$ cat src/rtl/kbd_pkg.sv
// kbd_pkg: shared constants, prefix FSM states and event type for the Set-2 scan decoder.
// KBD_PAUSE_SEQ_EN adds the PAUSE state used for the E1 pause sequence.
package kbd_pkg;
  localparam logic [7:0] KBD_PFX_EXT = 8'hE0;
  localparam logic [7:0] KBD_PFX_BRK = 8'hF0;
  localparam logic [7:0] KBD_PFX_PAUSE = 8'hE1;
  localparam logic [7:0] KBD_DISC_NUL = 8'h00;
  localparam logic [7:0] KBD_DISC_BAT = 8'hAA;
  localparam logic [7:0] KBD_DISC_ACK = 8'hFA;
  localparam logic [7:0] KBD_DISC_RESEND = 8'hFE;
  localparam logic [7:0] KBD_DISC_ERR = 8'hFF;
  localparam logic [7:0] KBD_PAUSE_CODE = 8'h77;
  localparam logic [2:0] KBD_PAUSE_SKIP = 3'd7;
  typedef enum logic [2:0] {
    ST_IDLE,
    ST_EXT,
    ST_BRK,
    ST_EXT_BRK
`ifdef KBD_PAUSE_SEQ_EN
    , ST_PAUSE
`endif
  } kbd_state_t;
  typedef struct packed {
    logic [7:0] code;
    logic ext;
    logic brk;
  } kbd_evt_t;
  function automatic logic kbd_is_discard(input logic [7:0] b);
    return b inside {KBD_DISC_NUL, KBD_DISC_BAT, KBD_DISC_ACK, KBD_DISC_RESEND, KBD_DISC_ERR};
  endfunction
endpackage

$ cat src/rtl/kbd_scan_decoder_fifo.sv
// kbd_evt_fifo: event FIFO with registered head, wrap-bit pointers and a sticky overflow flag.
module kbd_evt_fifo
  import kbd_pkg::*;
#(
  parameter int FIFO_DEPTH = 4
) (
  input  logic     clk,
  input  logic     rst_n,
  input  logic     push,
  input  kbd_evt_t din,
  input  logic     ready,
  output logic     valid,
  output kbd_evt_t head,
  output logic     ovf
);
  localparam int AW = $clog2(FIFO_DEPTH);
  kbd_evt_t mem [FIFO_DEPTH];
  logic [AW:0] rd_q, wr_q, rd_d;
  logic pop, full, accept;
  assign valid = rd_q != wr_q;
  assign pop = valid && ready;
  assign full = (rd_q ^ wr_q) == {1'b1, {AW{1'b0}}};
  assign accept = push && (!full || pop);
  assign rd_d = rd_q + (AW + 1)'(pop);
  always_ff @(posedge clk) begin
    if (accept) mem[wr_q[AW-1:0]] <= din;
  end
  // Head looks ahead to the post-pop read pointer; an empty FIFO forwards the incoming push.
  always_ff @(posedge clk or negedge rst_n) begin
    if (!rst_n) begin
      rd_q <= '0;
      wr_q <= '0;
      head <= '0;
      ovf <= 1'b0;
    end else begin
      rd_q <= rd_d;
      wr_q <= wr_q + (AW + 1)'(accept);
      head <= (rd_d != wr_q) ? mem[rd_d[AW-1:0]] : accept ? din : head;
      ovf <= ovf | (push && !accept);
    end
  end
endmodule

$ cat src/rtl/kbd_scan_decoder.sv
// kbd_scan_decoder: folds Set-2 E0/F0 prefixes into key events queued behind valid/ready.
// Define KBD_PAUSE_SEQ_EN to collapse the E1 pause sequence into a single event.
module kbd_scan_decoder
  import kbd_pkg::*;
#(
  parameter int FIFO_DEPTH = 4,
  parameter int TIMEOUT_CYC = 50000
) (
  input  logic       clk,
  input  logic       rst_n,
  input  logic [7:0] rx_data,
  input  logic       rx_valid,
  output logic       evt_valid,
  input  logic       evt_ready,
  output logic [7:0] evt_code,
  output logic       evt_ext,
  output logic       evt_brk,
  output logic       ovf
);
  localparam int CW = $clog2(TIMEOUT_CYC + 1);
  kbd_state_t state_q, state_d;
  logic [CW-1:0] cnt_q, cnt_d;
  logic push;
  kbd_evt_t evt, head;
`ifdef KBD_PAUSE_SEQ_EN
  logic [2:0] skip_q, skip_d;
`endif
  always_comb begin
    state_d = state_q;
    push = 1'b0;
    evt = '{code: rx_data, ext: state_q inside {ST_EXT, ST_EXT_BRK}, brk: state_q inside {ST_BRK, ST_EXT_BRK}};
    cnt_d = (rx_valid || state_q == ST_IDLE) ? '0 : cnt_q + 1'b1;
`ifdef KBD_PAUSE_SEQ_EN
    skip_d = skip_q;
`endif
    if (!rx_valid)
      state_d = (state_q != ST_IDLE && cnt_q == CW'(TIMEOUT_CYC - 1)) ? ST_IDLE : state_q;
`ifdef KBD_PAUSE_SEQ_EN
    else if (state_q == ST_PAUSE) begin
      skip_d = skip_q - 1'b1;
      push = skip_q == 3'd1;
      evt = '{code: KBD_PAUSE_CODE, ext: 1'b1, brk: 1'b0};
      state_d = (skip_q == 3'd1) ? ST_IDLE : ST_PAUSE;
    end
`endif
    else if (rx_data == KBD_PFX_EXT)
      state_d = (state_q inside {ST_BRK, ST_EXT_BRK}) ? ST_EXT_BRK : ST_EXT;
    else if (rx_data == KBD_PFX_BRK)
      state_d = (state_q inside {ST_EXT, ST_EXT_BRK}) ? ST_EXT_BRK : ST_BRK;
`ifdef KBD_PAUSE_SEQ_EN
    else if (rx_data == KBD_PFX_PAUSE && state_q == ST_IDLE) begin
      state_d = ST_PAUSE;
      skip_d = KBD_PAUSE_SKIP;
    end
`endif
    else begin
      push = !(kbd_is_discard(rx_data) || rx_data == KBD_PFX_PAUSE);
      state_d = ST_IDLE;
    end
  end
  always_ff @(posedge clk or negedge rst_n) begin
    if (!rst_n) begin
      state_q <= ST_IDLE;
      cnt_q <= '0;
    end else begin
      state_q <= state_d;
      cnt_q <= cnt_d;
    end
  end
`ifdef KBD_PAUSE_SEQ_EN
  always_ff @(posedge clk or negedge rst_n) begin
    if (!rst_n) skip_q <= '0;
    else skip_q <= skip_d;
  end
`endif
  kbd_evt_fifo #(.FIFO_DEPTH(FIFO_DEPTH)) u_fifo (
    .clk  (clk),
    .rst_n(rst_n),
    .push (push),
    .din  (evt),
    .ready(evt_ready),
    .valid(evt_valid),
    .head (head),
    .ovf  (ovf)
  );
  assign evt_code = head.code;
  assign evt_ext = head.ext;
  assign evt_brk = head.brk;
endmodule

$ cat config.mk
export PLATFORM = sky130hd
export DESIGN_NAME = kbd_scan_decoder
export DESIGN_NICKNAME = d
export VERILOG_FILES = /design/src/rtl/kbd_pkg.sv /design/src/rtl/kbd_scan_decoder_fifo.sv /design/src/rtl/kbd_scan_decoder.sv
export SDC_FILE = /design/constraint.sdc
export NUM_CORES = 1
export LEC_CHECK = 0
export CAP_MARGIN = 10
export CORE_MARGIN = 1
export CORE_UTILIZATION = 30
export DETAILED_ROUTE_END_ITERATION = 10
export GPL_TIMING_DRIVEN = 1
export SLEW_MARGIN = 10
export SYNTH_ARGS = -nofsm -noshare
export SYNTH_HDL_FRONTEND = slang
export SYNTH_HIERARCHICAL = 1
export SYNTH_SLANG_ARGS = --single-unit
$ cat constraint.sdc
create_clock -name clk -period 2.6 [get_ports clk]
set_input_delay 0.26 -clock clk [delete_from_list [all_inputs] [get_ports clk]]
set_output_delay 0.26 -clock clk [all_outputs]
set_load 0.01 [all_outputs]
### After elaboration in Yosys (flattened, before gate mapping)

Memory sizes are Yosys's and may differ from the RTL's.
Index checks and enable logic that the tools add are counted.

* $add $sub $neg: 3
* eq/ne operators: 14
* multiplexer cells: 14
* bitwise operators: 2
* reduce and logical (&&, ||, !) cells: 18

Operators by type and width (number)
* == test 8 bit, second input constant: 7
* two-way mux 10 bit: 2
* adder 16 x 1 -> 16 bit, second input constant: 1
* == test 16 bit, second input constant: 1
* two-way mux 16 bit: 1
* logical NOT 8 bit: 1
* nonzero test 2 bit: 4
* adder 3 x 1 -> 3 bit: 2
* == test 3 x 2 -> 1 bit, second input constant: 2
* two-way mux 1 bit: 6
* two-way mux 2 bit: 3
* two-way mux 3 bit: 2
* != test 3 bit: 2
* nonzero test 5 bit: 1
* logical AND 1 bit: 4
* == test 3 x 1 -> 1 bit, second input constant: 1
* == test 3 bit, second input constant: 1
* logical NOT 1 bit: 3
* logical NOT 3 bit: 1
* logical OR 1 bit: 3
* nonzero test 3 bit: 1
* bitwise XOR 3 bit: 1
* bitwise OR 1 bit: 1

* bits in registers: 36
* memory bits (writable): 40
* input bits: 12
* output and inout port bits: 12
* word-level logic and storage cells: 60
* memories kept: 1

Memories
* u_fifo.mem: depth 4, bits a word 10, rd ports 1, clocked after memory_dff 0, write ports 1, RTL line kbd_scan_decoder_fifo.sv:17 `kbd_evt_t mem [FIFO_DEPTH];`

### Logic depth before layout (Yosys ltp)

* depth after elaboration: 11
* depth in mapped cells: 10

### By module

The synthesis kept the hierarchy.

Modules (own cells, without submodules)
* kbd_evt_fifo: instances 1, cells each 118, area an instance 2334.7 sq um, sequential area each 1626.6 sq um
* kbd_scan_decoder: instances 1, cells each 108, area an instance 975.9 sq um, sequential area each 450.4 sq um

### Worst setup path after synthesis

No wires, ideal clock.

* path type: flip-flop to flip-flop
* from: register u_fifo.wr_q[0]
* to: register, netlist name u_fifo/head[0]
* arrival: 2655 ps
* data required time: 2475 ps
* slack: -179 ps
* cell stages (with the launch flop): 9
* buffers on the path: 0
* clock period less this slack: 2779 ps
* cell sequence: dfrtp_1 -> xor2_1 -> o31a_2 -> and2_1 -> ha_1 -> xor2_1 -> xor2_1 -> a2111oi_4 -> mux2_2

* elaborated cells on any way between the ends: 12
* those cells by class: add/sub: 1; eq/ne: 3; mux: 1; bitwise: 1; reduce/logical: 5; memory: 1

RTL lines
* start: declaration: RTL line kbd_scan_decoder_fifo.sv:18 `logic [AW:0] rd_q, wr_q, rd_d;`
* start signal: assignment: RTL line kbd_scan_decoder_fifo.sv:37 `wr_q <= wr_q + (AW + 1)'(accept);`
* != test 3 bit *: RTL line kbd_scan_decoder_fifo.sv:20 `assign valid = rd_q != wr_q;`
* logical AND 1 bit *: RTL line kbd_scan_decoder_fifo.sv:21 `assign pop = valid && ready;`
* adder 3 x 1 -> 3 bit *: RTL line kbd_scan_decoder_fifo.sv:24 `assign rd_d = rd_q + (AW + 1)'(pop);`
* net u_fifo.rd_d[2]: RTL line kbd_scan_decoder_fifo.sv:18
* != test 3 bit *: RTL line kbd_scan_decoder_fifo.sv:38 `head <= (rd_d != wr_q) ? mem[rd_d[AW-1:0]] : accept ? din : head;`
* two-way mux 10 bit / nonzero test 2 bit (equally long branches)

Mark *: on every way through the listed nets, which the timed path passes. The rest lies on a longest branch.
A chain may end at the register's enable or synchronous reset.

### Worst setup path in the final report

* from: register u_fifo.rd_q[0]
* to: register, netlist name u_fifo/head[3]

* elaborated cells on any way between the ends: 12
* those cells by class: add/sub: 1; eq/ne: 3; mux: 1; bitwise: 1; reduce/logical: 5; memory: 1

RTL lines
* start: declaration: RTL line kbd_scan_decoder_fifo.sv:18
* start signal: assignment: RTL line kbd_scan_decoder_fifo.sv:36 `rd_q <= rd_d;`
* != test 3 bit: RTL line kbd_scan_decoder_fifo.sv:20
* logical AND 1 bit: RTL line kbd_scan_decoder_fifo.sv:21
* adder 3 x 1 -> 3 bit *: RTL line kbd_scan_decoder_fifo.sv:24
* net u_fifo.rd_d[2]: RTL line kbd_scan_decoder_fifo.sv:18
* != test 3 bit *: RTL line kbd_scan_decoder_fifo.sv:38
* two-way mux 10 bit / nonzero test 2 bit (equally long branches)

Marks and branches as above.

==> metrics.md <==
| Metric | Value |
|---|---|
| Power Internal | 3.18 mW |
| Combinational cell fraction of total power | 0.450 |
| Worst Hold Margin | 26.7 ps |
| Top area cells in the synthesized netlist | sky130_fd_sc_hd__edfxtp_1 36%, sky130_fd_sc_hd__dfrtp_1 26%, sky130_fd_sc_hd__mux2_2 6.8%, sky130_fd_sc_hd__mux4_2 6.8%, sky130_fd_sc_hd__xor2_1 3.2% |
| Portion of the clock cycle consumed by the worst path in the final layout | 0.967 |
| Min-Delay Path Class | in -> async |
| Netlist Area Pre-Place | 3310 um2 |
| Leading register cell type out of synthesis | sky130_fd_sc_hd__edfxtp_1 |
| I/O pins | 24 |
| Nets in the synthesized netlist | 242 |
| Number of endpoints failing setup at the final stage | 0 |
| Design Power | 4.58 mW |
| Overall die area | 11500 um2 |
| Horizontal die dimension | 107 um |
| Routed wire length per instance | 15.2 um |
| Max Cap Violations | 0 |
| VDD IR-drop max | 0.476 mV |
| Max_slew headroom | 0.416 |
| Signed area change from the synthesized netlist to the final layout | 25.7% |
| Peak fanout along the critical path | 5 |
| Wire length after detailed routing | 6430 um |
| Final net count | 299 |
| Root Buffer Master | sky130_fd_sc_hd__clkbuf_8 |
| Arrival time of the worst setup path | 2740 ps |
| Static leakage power | 1.55 nW |
| Post-route DRC | 0 |
| CTS sink count | 75 |
| Post-detailed-route via-to-cell ratio | 4.82 |
| Grt total ovfl | 0 |
| Warnings, synthesis | 6 |
| Sequential power share | 0.361 |
| Clock Power Share | 0.189 |
| Data required time at the worst endpoint | 2830 ps |
| CTS clock-pin slew for the worst setup and hold paths | 80 ps |
| Largest area contributor in the synthesized netlist | sky130_fd_sc_hd__edfxtp_1 |
| TritonCTS clock tree | yes |
| R2r startpoint | u_fifo/rd_q[0]$_DFF_PN0_ |
| Number of distinct standard cells referenced by the synthesized netlist | 37 |
| Routability cong. | 0.779 |
| Antenna diode count | 0 |
| Kind of start point of the critical path | flop |
| Period minus WS final | 2510 ps |
| Row Count | 37 |
| Number of cells on the worst reg-to-reg path | 9 |
| Critical path capture point type | flop |
| Total clock buffers created by CTS | 9 |
| Share of flip-flops with an asynchronous set or reset after synthesis | 0.467 |
| Top cells by count, synth | 40 x sky130_fd_sc_hd__edfxtp_1, 35 x sky130_fd_sc_hd__dfrtp_1, 20 x sky130_fd_sc_hd__mux2_2 |
| I/O Buffers | 23 |
| Insertion delay to the later sink of the worst-skew pair | 350 ps |
| Most frequently used cell type in the post-synthesis netlist | sky130_fd_sc_hd__edfxtp_1 |
| Longest Clk Path Bufs | 2 |
| Number of H-tree levels | 3 |
| Vias post-DR | 2044 |
| Worst reg2reg endpoint | u_fifo/head[3]$_DFFE_PN0P_ |
| Number of instances in the synthesized netlist | 226 |
| Global-route wire length before repair | 10800 um |
| Count of antenna-violating nets left after detailed routing | 0 |
| Outcome | complete, no violations |
| Switching pwr | 1.40 mW |
| Starting density of the core | 0.315 |
| Post-synth EDFFs | 40 |
| Share of the core filled with cells in the final layout | 0.396 |
| Core box area | 10500 um2 |
| Setup slack of the most critical reg-to-reg path | 90 ps |
| Fraction of power spent switching nets | 0.306 |
| Highest clock frequency the design can meet | 398 MHz |
| Number of synthesized register bits | 75 |
| Critical Setup Path Class | reg -> reg |
| Y dimension of the die | 107 um |
| 1st-pass router iterations | 4 |
| Violation count after the first detailed-routing iteration | 53 |
| DP Wirelength | 4640 um |
| Fraction of final layout cells sized beyond drive strength 1 | 0.306 |
| Unrepaired setup endpoints after global routing | true |
| Pwr/cell area | 1100 nW/um2 |
| Final-report max-slew violation count | 0 |
| Worst clock skew on the final layout | 10.8 ps |
| Maximum number of pins on one net before global-route repair | 36 |
| Slew of the pin with the lowest slew margin | 877 ps |
| Synthesized area per cell | 14.6 um2 |
| Number of hold-slack violations in the final timing report | 0 |
| Total global routing track utilization | 0.127 |
| Number of global-route vias before repair | 2131 |
| Number of antenna violations at the first check in global routing | 0 |
| Fraction of the yosys area taken by sequential cells | 0.627 |
| Hold-fix buffers, CTS | 0 |
| Top-area cell type share of the netlist area | 0.363 |
[area by class of cell]
class,count,area (um2)
fill,979,6350
clock buffer,9,124
inverter,4,15.0
multi-input combinational,139,1220
sequential,75,2080
timing repair buffer,54,483
clock inverter,7,68.8
tap,136,170
[metal layers]
layer	wire (um)	global-route usage
met3	328	0.0438
met1	2830	0.153
met2	3190	0.209
met4	89	0.0450
met5	0	0
[power by group through the flow]
stage / Sequential, mW / Combinational, mW / Clock (mW)
final: 1.65 / 2.06 / 0.867
after global routing: 1.68 / 2.22 / 0.954
after CTS: 1.66 / 2.05 / 0.906
after detailed placement: 1.69 / 2.04 / 0
after global placement: 1.68 / 2.01 / 0
after floorplan: 1.74 / 1.21 / 0
[how the worst max path moves through the flow]
stage                        startpoint                    endpoint  slack [ps]  cells after the start
2_1_floorplan  u_fifo/rd_q[0]$_DFF_PN0_  u_fifo/head[0]$_DFFE_PN0P_         -60                      8
3_3_place_gp                 rx_data[6]  u_fifo/head[5]$_DFFE_PN0P_          -1                      8
3_5_place_dp                 rx_data[6]  u_fifo/head[3]$_DFFE_PN0P_         -60                      8
4_1_cts        u_fifo/rd_q[0]$_DFF_PN0_  u_fifo/head[4]$_DFFE_PN0P_          40                      9
5_1_grt        u_fifo/rd_q[0]$_DFF_PN0_  u_fifo/head[4]$_DFFE_PN0P_          -3                      9
6_report       u_fifo/rd_q[0]$_DFF_PN0_  u_fifo/head[3]$_DFFE_PN0P_          90                      9
[repair_timing]
action                                  CTS  global route
setup buffers                             0             2
hold endpoints to repair                  0             0
endpoints found under the setup margin    0             9
gates resized for setup                   0             2
[per-stage QoR]
step                      worst slack, ps  instance area [um2]  cells  TNS, ps
after floorplan                     -59.4                 3340    226     -542
after global placement              -1.27                 3950    406    -2.30
after detailed placement            -56.7                 3950    406     -284
after CTS                            40.2                 4140    422        0
after global routing                -3.10                 4160    424    -3.10
final                                85.6                 4160    424        0
[cells by family after synthesis]
| family | after synthesis | synth area share |
|---|---|---|
| compound gates | 21 | 0.0484 |
| xor+xnor | 20 | 0.0529 |
| fa+ha+maj | 4 | 0.0151 |
| buf+inv | 12 | 0.0159 |
| flops | 75 | 0.627 |
| mux | 30 | 0.136 |
| simple gates | 64 | 0.104 |
[state kept, by name (all words and copies together) (netlist names)]
| signal | flops |
|---|---|
| cnt_q | 16 |
| state_q | 2 |
| u_fifo/head | 10 |
| u_fifo/mem | 40 |
| u_fifo/ovf | 1 |
| u_fifo/rd_q | 3 |
| u_fifo/wr_q | 3 |
[layout by cell type (no fill, tap or decap), types with 2 or more instances in the layout]
| master | synthesis | routed |
|---|---|---|
| sky130_fd_sc_hd__and2_1 | 3 | 2 |
| sky130_fd_sc_hd__mux2_2 | 20 | 19 |
| sky130_fd_sc_hd__buf_12 | 0 | 2 |
| sky130_fd_sc_hd__dfrtp_1 | 35 | 34 |
| sky130_fd_sc_hd__xnor2_1 | 8 | 7 |
| sky130_fd_sc_hd__nor3b_1 | 2 | 2 |
| sky130_fd_sc_hd__inv_1 | 4 | 4 |
| sky130_fd_sc_hd__and4_1 | 2 | 2 |
| sky130_fd_sc_hd__or3_1 | 3 | 3 |
| sky130_fd_sc_hd__clkinvlp_4 | 0 | 2 |
| sky130_fd_sc_hd__a21oi_1 | 4 | 4 |
| sky130_fd_sc_hd__nor4_1 | 5 | 5 |
| sky130_fd_sc_hd__or2b_1 | 2 | 2 |
| sky130_fd_sc_hd__nand3_1 | 5 | 5 |
| sky130_fd_sc_hd__nor2_1 | 16 | 16 |
| sky130_fd_sc_hd__ha_1 | 4 | 3 |
| sky130_fd_sc_hd__mux4_2 | 10 | 10 |
| sky130_fd_sc_hd__o21ai_0 | 8 | 8 |
| sky130_fd_sc_hd__and3_1 | 5 | 5 |
| sky130_fd_sc_hd__buf_4 | 1 | 29 |
| sky130_fd_sc_hd__edfxtp_1 | 40 | 40 |
| sky130_fd_sc_hd__nor3_1 | 5 | 5 |
| sky130_fd_sc_hd__or4_1 | 2 | 2 |
| sky130_fd_sc_hd__a31oi_1 | 2 | 2 |
| sky130_fd_sc_hd__xor2_1 | 12 | 10 |
| sky130_fd_sc_hd__xor2_2 | 0 | 2 |
| sky130_fd_sc_hd__clkinv_2 | 0 | 3 |
| sky130_fd_sc_hd__clkdlybuf4s50_1 | 0 | 22 |
| sky130_fd_sc_hd__nand2_1 | 7 | 7 |
| sky130_fd_sc_hd__clkbuf_8 | 0 | 9 |
| sky130_fd_sc_hd__nand4_1 | 4 | 4 |
[critical path, stage by stage, from the launching register on]
cell	delay, ps
sky130_fd_sc_hd__dfrtp_1	410
sky130_fd_sc_hd__xor2_2	200
sky130_fd_sc_hd__o31a_2	340
sky130_fd_sc_hd__and2_4	170
sky130_fd_sc_hd__ha_4	150
sky130_fd_sc_hd__xor2_2	180
sky130_fd_sc_hd__xor2_1	170
sky130_fd_sc_hd__a2111oi_4	230
sky130_fd_sc_hd__buf_4	220
sky130_fd_sc_hd__mux2_2	330
Power figures use the tool's default switching activity.
